## src/rtl/uart_rx.sv

```systemverilog
// Oversampling UART receiver for an inverted-polarity serial line.
// Line sense: idle 0, start 1, data bits inverted, stop 0.
// samp_clk is a slow strobe asynchronous to ref_clk. Its rising edges are
// turned into one-cycle ticks, and the whole frame engine advances on those
// ticks. out holds the last correctly framed byte in true polarity.
//
// state  | meaning
// -------+---------------------------------------------------------------
// IDLE   | waiting for a tick that sees the line high (start bit)
// START  | inside the start bit; mid-bit sample rejects glitches
// DATA   | shifting in 8 data bits, LSB first, sampled at mid-bit
// STOP   | inside the stop bit; mid-bit sample decides whether to deliver

module uart_rx #(
   parameter int OVERSAMPLE = 8
) (
   input  logic       ref_clk,
   input  logic       reset,
   input  logic       samp_clk,
   input  logic       in,
   output logic       ready,
   output logic       bit_clk,
   output logic [7:0] out
);

   localparam int PH_W = $clog2(OVERSAMPLE);

   localparam logic [PH_W-1:0] PH_ZERO = '0;
   localparam logic [PH_W-1:0] PH_ONE  = PH_W'(1);
   localparam logic [PH_W-1:0] PH_MID  = PH_W'(OVERSAMPLE / 2);
   localparam logic [PH_W-1:0] PH_LAST = PH_W'(OVERSAMPLE - 1);

   localparam logic [1:0] S_IDLE  = 2'd0;
   localparam logic [1:0] S_START = 2'd1;
   localparam logic [1:0] S_DATA  = 2'd2;
   localparam logic [1:0] S_STOP  = 2'd3;

   logic            samp_s1_q, samp_s2_q, samp_s3_q;
   logic            in_s1_q, in_s2_q;
   logic            tick;
   logic            line;

   logic [1:0]      state_q, state_d;
   logic [PH_W-1:0] phase_q, phase_d;
   logic [PH_W-1:0] phase_nx;
   logic [2:0]      idx_q, idx_d;
   logic [7:0]      shift_q, shift_d;
   logic [7:0]      out_q, out_d;
   logic            ready_q, ready_d;

   // Bring the strobe and the serial line into ref_clk; the third strobe
   // flop only serves rising-edge detection.
   always_ff @(posedge ref_clk or negedge reset) begin
      if (!reset) begin
         samp_s1_q <= 1'b0;
         samp_s2_q <= 1'b0;
         samp_s3_q <= 1'b0;
         in_s1_q   <= 1'b0;
         in_s2_q   <= 1'b0;
      end else begin
         samp_s1_q <= samp_clk;
         samp_s2_q <= samp_s1_q;
         samp_s3_q <= samp_s2_q;
         in_s1_q   <= in;
         in_s2_q   <= in_s1_q;
      end
   end

   assign tick     = samp_s2_q & ~samp_s3_q;
   assign line     = in_s2_q;
   assign phase_nx = phase_q + PH_ONE;

   // Frame engine: everything below only moves on a sample tick.
   always_comb begin
      state_d = state_q;
      phase_d = phase_q;
      idx_d   = idx_q;
      shift_d = shift_q;
      out_d   = out_q;
      ready_d = ready_q;

      if (tick) begin
         // ready lasts exactly one tick period.
         ready_d = 1'b0;

         case (state_q)
            S_IDLE: begin
               phase_d = PH_ZERO;
               idx_d   = 3'd0;
               if (line) begin
                  state_d = S_START;
               end
            end

            S_START: begin
               phase_d = phase_nx;
               if (phase_nx == PH_MID && !line) begin
                  // Line dropped before mid-bit: treat as noise.
                  state_d = S_IDLE;
                  phase_d = PH_ZERO;
               end else if (phase_q == PH_LAST) begin
                  state_d = S_DATA;
                  idx_d   = 3'd0;
               end
            end

            S_DATA: begin
               phase_d = phase_nx;
               if (phase_nx == PH_MID) begin
                  shift_d[idx_q] = ~line;
               end
               if (phase_q == PH_LAST) begin
                  if (idx_q == 3'd7) begin
                     state_d = S_STOP;
                  end else begin
                     idx_d = idx_q + 3'd1;
                  end
               end
            end

            S_STOP: begin
               phase_d = phase_nx;
               if (phase_nx == PH_MID) begin
                  // Decide at mid-stop and leave at once, so a following
                  // start bit can begin half a bit early.
                  state_d = S_IDLE;
                  phase_d = PH_ZERO;
                  idx_d   = 3'd0;
                  if (!line) begin
                     out_d   = shift_q;
                     ready_d = 1'b1;
                  end
               end
            end

            default: begin
               state_d = S_IDLE;
               phase_d = PH_ZERO;
               idx_d   = 3'd0;
            end
         endcase
      end
   end

   // Frame engine registers.
   always_ff @(posedge ref_clk or negedge reset) begin
      if (!reset) begin
         state_q <= S_IDLE;
         phase_q <= PH_ZERO;
         idx_q   <= 3'd0;
         shift_q <= 8'h00;
         out_q   <= 8'h00;
         ready_q <= 1'b0;
      end else begin
         state_q <= state_d;
         phase_q <= phase_d;
         idx_q   <= idx_d;
         shift_q <= shift_d;
         out_q   <= out_d;
         ready_q <= ready_d;
      end
   end

   assign bit_clk = (state_q != S_IDLE) && (phase_q >= PH_MID);
   assign ready   = ready_q;
   assign out     = out_q;

endmodule

```

## config.mk

```make
export PLATFORM = sky130hd
export DESIGN_NAME = uart_rx
export DESIGN_NICKNAME = d
export VERILOG_FILES = /design/src/rtl/uart_rx.sv
export SDC_FILE = /design/constraint.sdc
export NUM_CORES = 1
export LEC_CHECK = 0
export ABC_AREA = 0
export BUFFER_PORTS_ARGS = -buffer_cell sky130_fd_sc_hd__buf_2
export CAP_MARGIN = 20
export CELL_PAD_IN_SITES_DETAIL_PLACEMENT = 2
export CELL_PAD_IN_SITES_GLOBAL_PLACEMENT = 2
export CORE_ASPECT_RATIO = 1.4
export CORE_UTILIZATION = 41
export DETAILED_ROUTE_END_ITERATION = 8
export GPL_ROUTABILITY_DRIVEN = 0
export PLACE_DENSITY_LB_ADDON = 0.1
export SLEW_MARGIN = 10
export SYNTH_ARGS = -nofsm -noshare
export SYNTH_HDL_FRONTEND = slang
export SYNTH_SLANG_ARGS = --single-unit
```

## constraint.sdc

```tcl
create_clock -name ref_clk -period 3.85 [get_ports ref_clk]
set_clock_uncertainty 0.15 [all_clocks]
set_input_delay 0.5775 -clock ref_clk [delete_from_list [all_inputs] [get_ports ref_clk]]
set_output_delay 0.5775 -clock ref_clk [all_outputs]
set_load 0.02 [all_outputs]
```

==> flow_summary_export.csv <==
group,metric,value,unit
outcome,status,"finished, final reports clean",
drt,drcViolationCount,0,
synth,async_reset_ff_share,100.0,%
cts,clkLatencyLatePin,0.27,ns
worst_hold_path,hold_class,"in -> async",
final_layout,finish.utilization,49.21,%
synth,synth-simple-area-share,13.48,%
global_routing,overflow,0,
pwr,p_per_area,530.5,nW/µm²
synth,netlist.area_leader.share,54.64,%
die,initial_utilization,43.57,%
placement,numPortBuffers,13,
synth,synth_edf_count,0,
timing,relSlewSlack,55.66,%
timing,fin_crit_sh,57.28,%
cts,clk_pin_slew,0.06,ns
cts,root_buffer,"clkbuf_8",
drt,via_per_inst,5.368,
flow_run,cap_violations,0,
critical_path,crit_arrival,2.21,ns
drt,antenna_left,0,
drt,routed-via-count,918,
synth,synth_area,1374,µm²
die,io_pins,14,
synth,ys.flop_type,"dfrtp_1",
critical_path,worst-setup-path-type,"reg -> reg",
final_layout,syn_to_final_growth,12.93,%
final_layout,layout-drive-gt1-share,26.52,%
synth,ys_seq_area_share,54.64,%
timing,hold_viol,0,
synth,synth.area.top_cells,"dfrtp_1 (55%), mux2_2 (12%), ha_1 (5.5%)",
synth,synth_mux_area_share,16.03,%
synth,ys_types,28,
critical_path,path_max_fanout,9,
global_routing,grt_max_degree,31,
timing,max_freq,453.4,MHz
cts,clock_path_buffers,2,
synth,synthCells,116,
global_routing,antenna_found_initial,0,
die,chipHeight,70.49,µm
placement,pre_cts_ws,1.667,ns
synth,synth_fa_ha_area_share,5.464,%
global_routing,grt_use_total,19.71,%
timing,setup_ws,1.645,ns
timing,drv_slew,0,
pwr,p_leak,0.7931,nW
critical_path,start_kind,"flop",
pwr,peakVddDrop,0.3312,mV
synth,synth-compound-area-share,6.466,%
cts,postCtsSetupRepairBufs,0,
synth,syn_nets,126,
cts,holdBufCountCts,0,
die,core_area,3153,µm²
critical_path,cp-end-kind,"flop",
critical_path,rr_worst_depth,5,
drt,wirelength,2.929,mm
critical_path,crit_required,3.85,ns
synth,syn_area_per_cell,11.84,µm²
cts,cts_made_buffers,5,
synth,synth_top_cell_by_area,"dfrtp_1",
synth,synth_seq_cells,30,
final_layout,layout.nets,143,
timing,tightest_slew,0.6650,ns
synth,yosys_warnings,0,
synth,synth_top_family_by_area,"multiplexers",
die,rows,24,
drt,first_pass_iters,4,
cts,cts_resized,0,
timing,final-setup-viol-count,0,
synth,synth_xor_area_share,0.6375,%
die,dieWidth,50.92,µm
final_layout,n_antenna_cell,0,
cts,htreeDepth,2,
drt,drt_iter0_drc,11,
global_routing,grt_first_pass_wirelength,5.140,mm
die,die-area,3589,µm²
drt,wl_per_cell,17.13,µm
global_routing,grt_pass1_vias,1104,
final_layout,fillCellCount,346,
placement,dp_hpwl,2.155,mm
cts,clock_sinks,30,
timing,fin_setup_tns,0,ns
timing,rsz0062_at_grt,"false",
cts,cts_tree,"built",
timing,timing.hold.ws,0.1858,ns
timing,period_needed,2.205,ns
[per-layer routing]
layer  up-vias  wire (µm)  GRT usage, %
li1        432          -             -
met1       467       1174         21.84
met2        14       1626         35.67
met3         5         80         3.922
met4         0         48         7.407
met5         -          0             0
[worst max-delay path, cell delays in order (launching register included)]
cell      delay [ns]
dfrtp_1         0.37
ha_1            0.21
ha_1            0.27
nand2b_1        0.19
nor3_4          0.48
mux2_2          0.40
[flip-flops by register name, summed over array words and instances (netlist names), named ones only]
signal	cells
samp_s2_q	1
in_s2_q	1
state_q	1
ready	1
phase_q	3
idx_q	3
shift_q	8
in_s1_q	1
out	8
samp_s1_q	1
samp_s3_q	1
[cell usage after synthesis, types with 2 or more instances]
master and count:
dfrtp_1 30, mux2_2 15, nand2_1 9, inv_1 7
ha_1 6, o21ai_0 6, nand3_1 5, a21oi_1 4
mux2i_1 4, nand2b_1 4, nor2_1 4, nor3_1 4
a21o_1 2, buf_4 2
[final timing paths]
check	start	endpoint	slack, ns
worst max register to register	phase_q[0]	out[0]	1.64
max in group asynchronous	reset	idx_q[1]	2.93
worst max-delay path	phase_q[0]	out[0]	1.64
min in group ref_clk	in_s1_q	in_s2_q	0.20
worst min-delay path	reset	in_s1_q	0.19
worst min register to register	in_s1_q	in_s2_q	0.20
[area by class of cell]
type | instances | area, µm² | share of cell area [%]
Clock buffer | 6 | 82.58 | 5.323
Inverter | 7 | 26.28 | 1.694
Multi-Input combinational cell | 76 | 578.1 | 37.26
Sequential cell | 30 | 750.7 | 48.39
Tap cell | 39 | 48.80 | 3.145
Timing Repair Buffer | 13 | 65.06 | 4.194
[where the power goes]
part	switching, W	internal [W]
Clock	0.000102	0.000137
Sequential	0.0000615	0.000350
Combinational	0.0000965	0.0000757
Total	0.000260	0.000563
[metrics by stage]
| step | power [W] | instance area, µm² | cells |
|---|---|---|---|
| after detailed placement | 0.0005893 | 1469 | 165 |
| after global routing | 0.0008747 | 1551 | 171 |
| after CTS | 0.0008383 | 1551 | 171 |
| after global placement | 0.0005746 | 1469 | 165 |
| final | 0.0008230 | 1551 | 171 |
| after floorplan | 0.0005424 | 1374 | 116 |
[kinds of logic after synthesis]
group | count (synthesis)
AOI/OAI and AO/OA | 15
xor gates and xnor gates | 1
adders and majority gates | 6
buffers and inverters | 10
DFF | 30
muxes | 20
and+or+nand+nor | 34
[placed cells by master (no fill, tap or decap), drive strengths merged]
master and n:
dfrtp 30, mux2 16, buf 13, nand2 9, inv 7, o21ai 6
ha 6, clkbuf 6, nand3 5, nor3 5, nor2 4, nand2b 4
a21oi 4, mux2i 4, a21o 2, and2b 1, nor2b 1, or2b 1
o211ai 1, a32oi 1, and3b 1, nand4 1, o31ai 1, nor3b 1
and3 1, xnor2 1
Note: power is estimated with default switching activity, not from simulation.
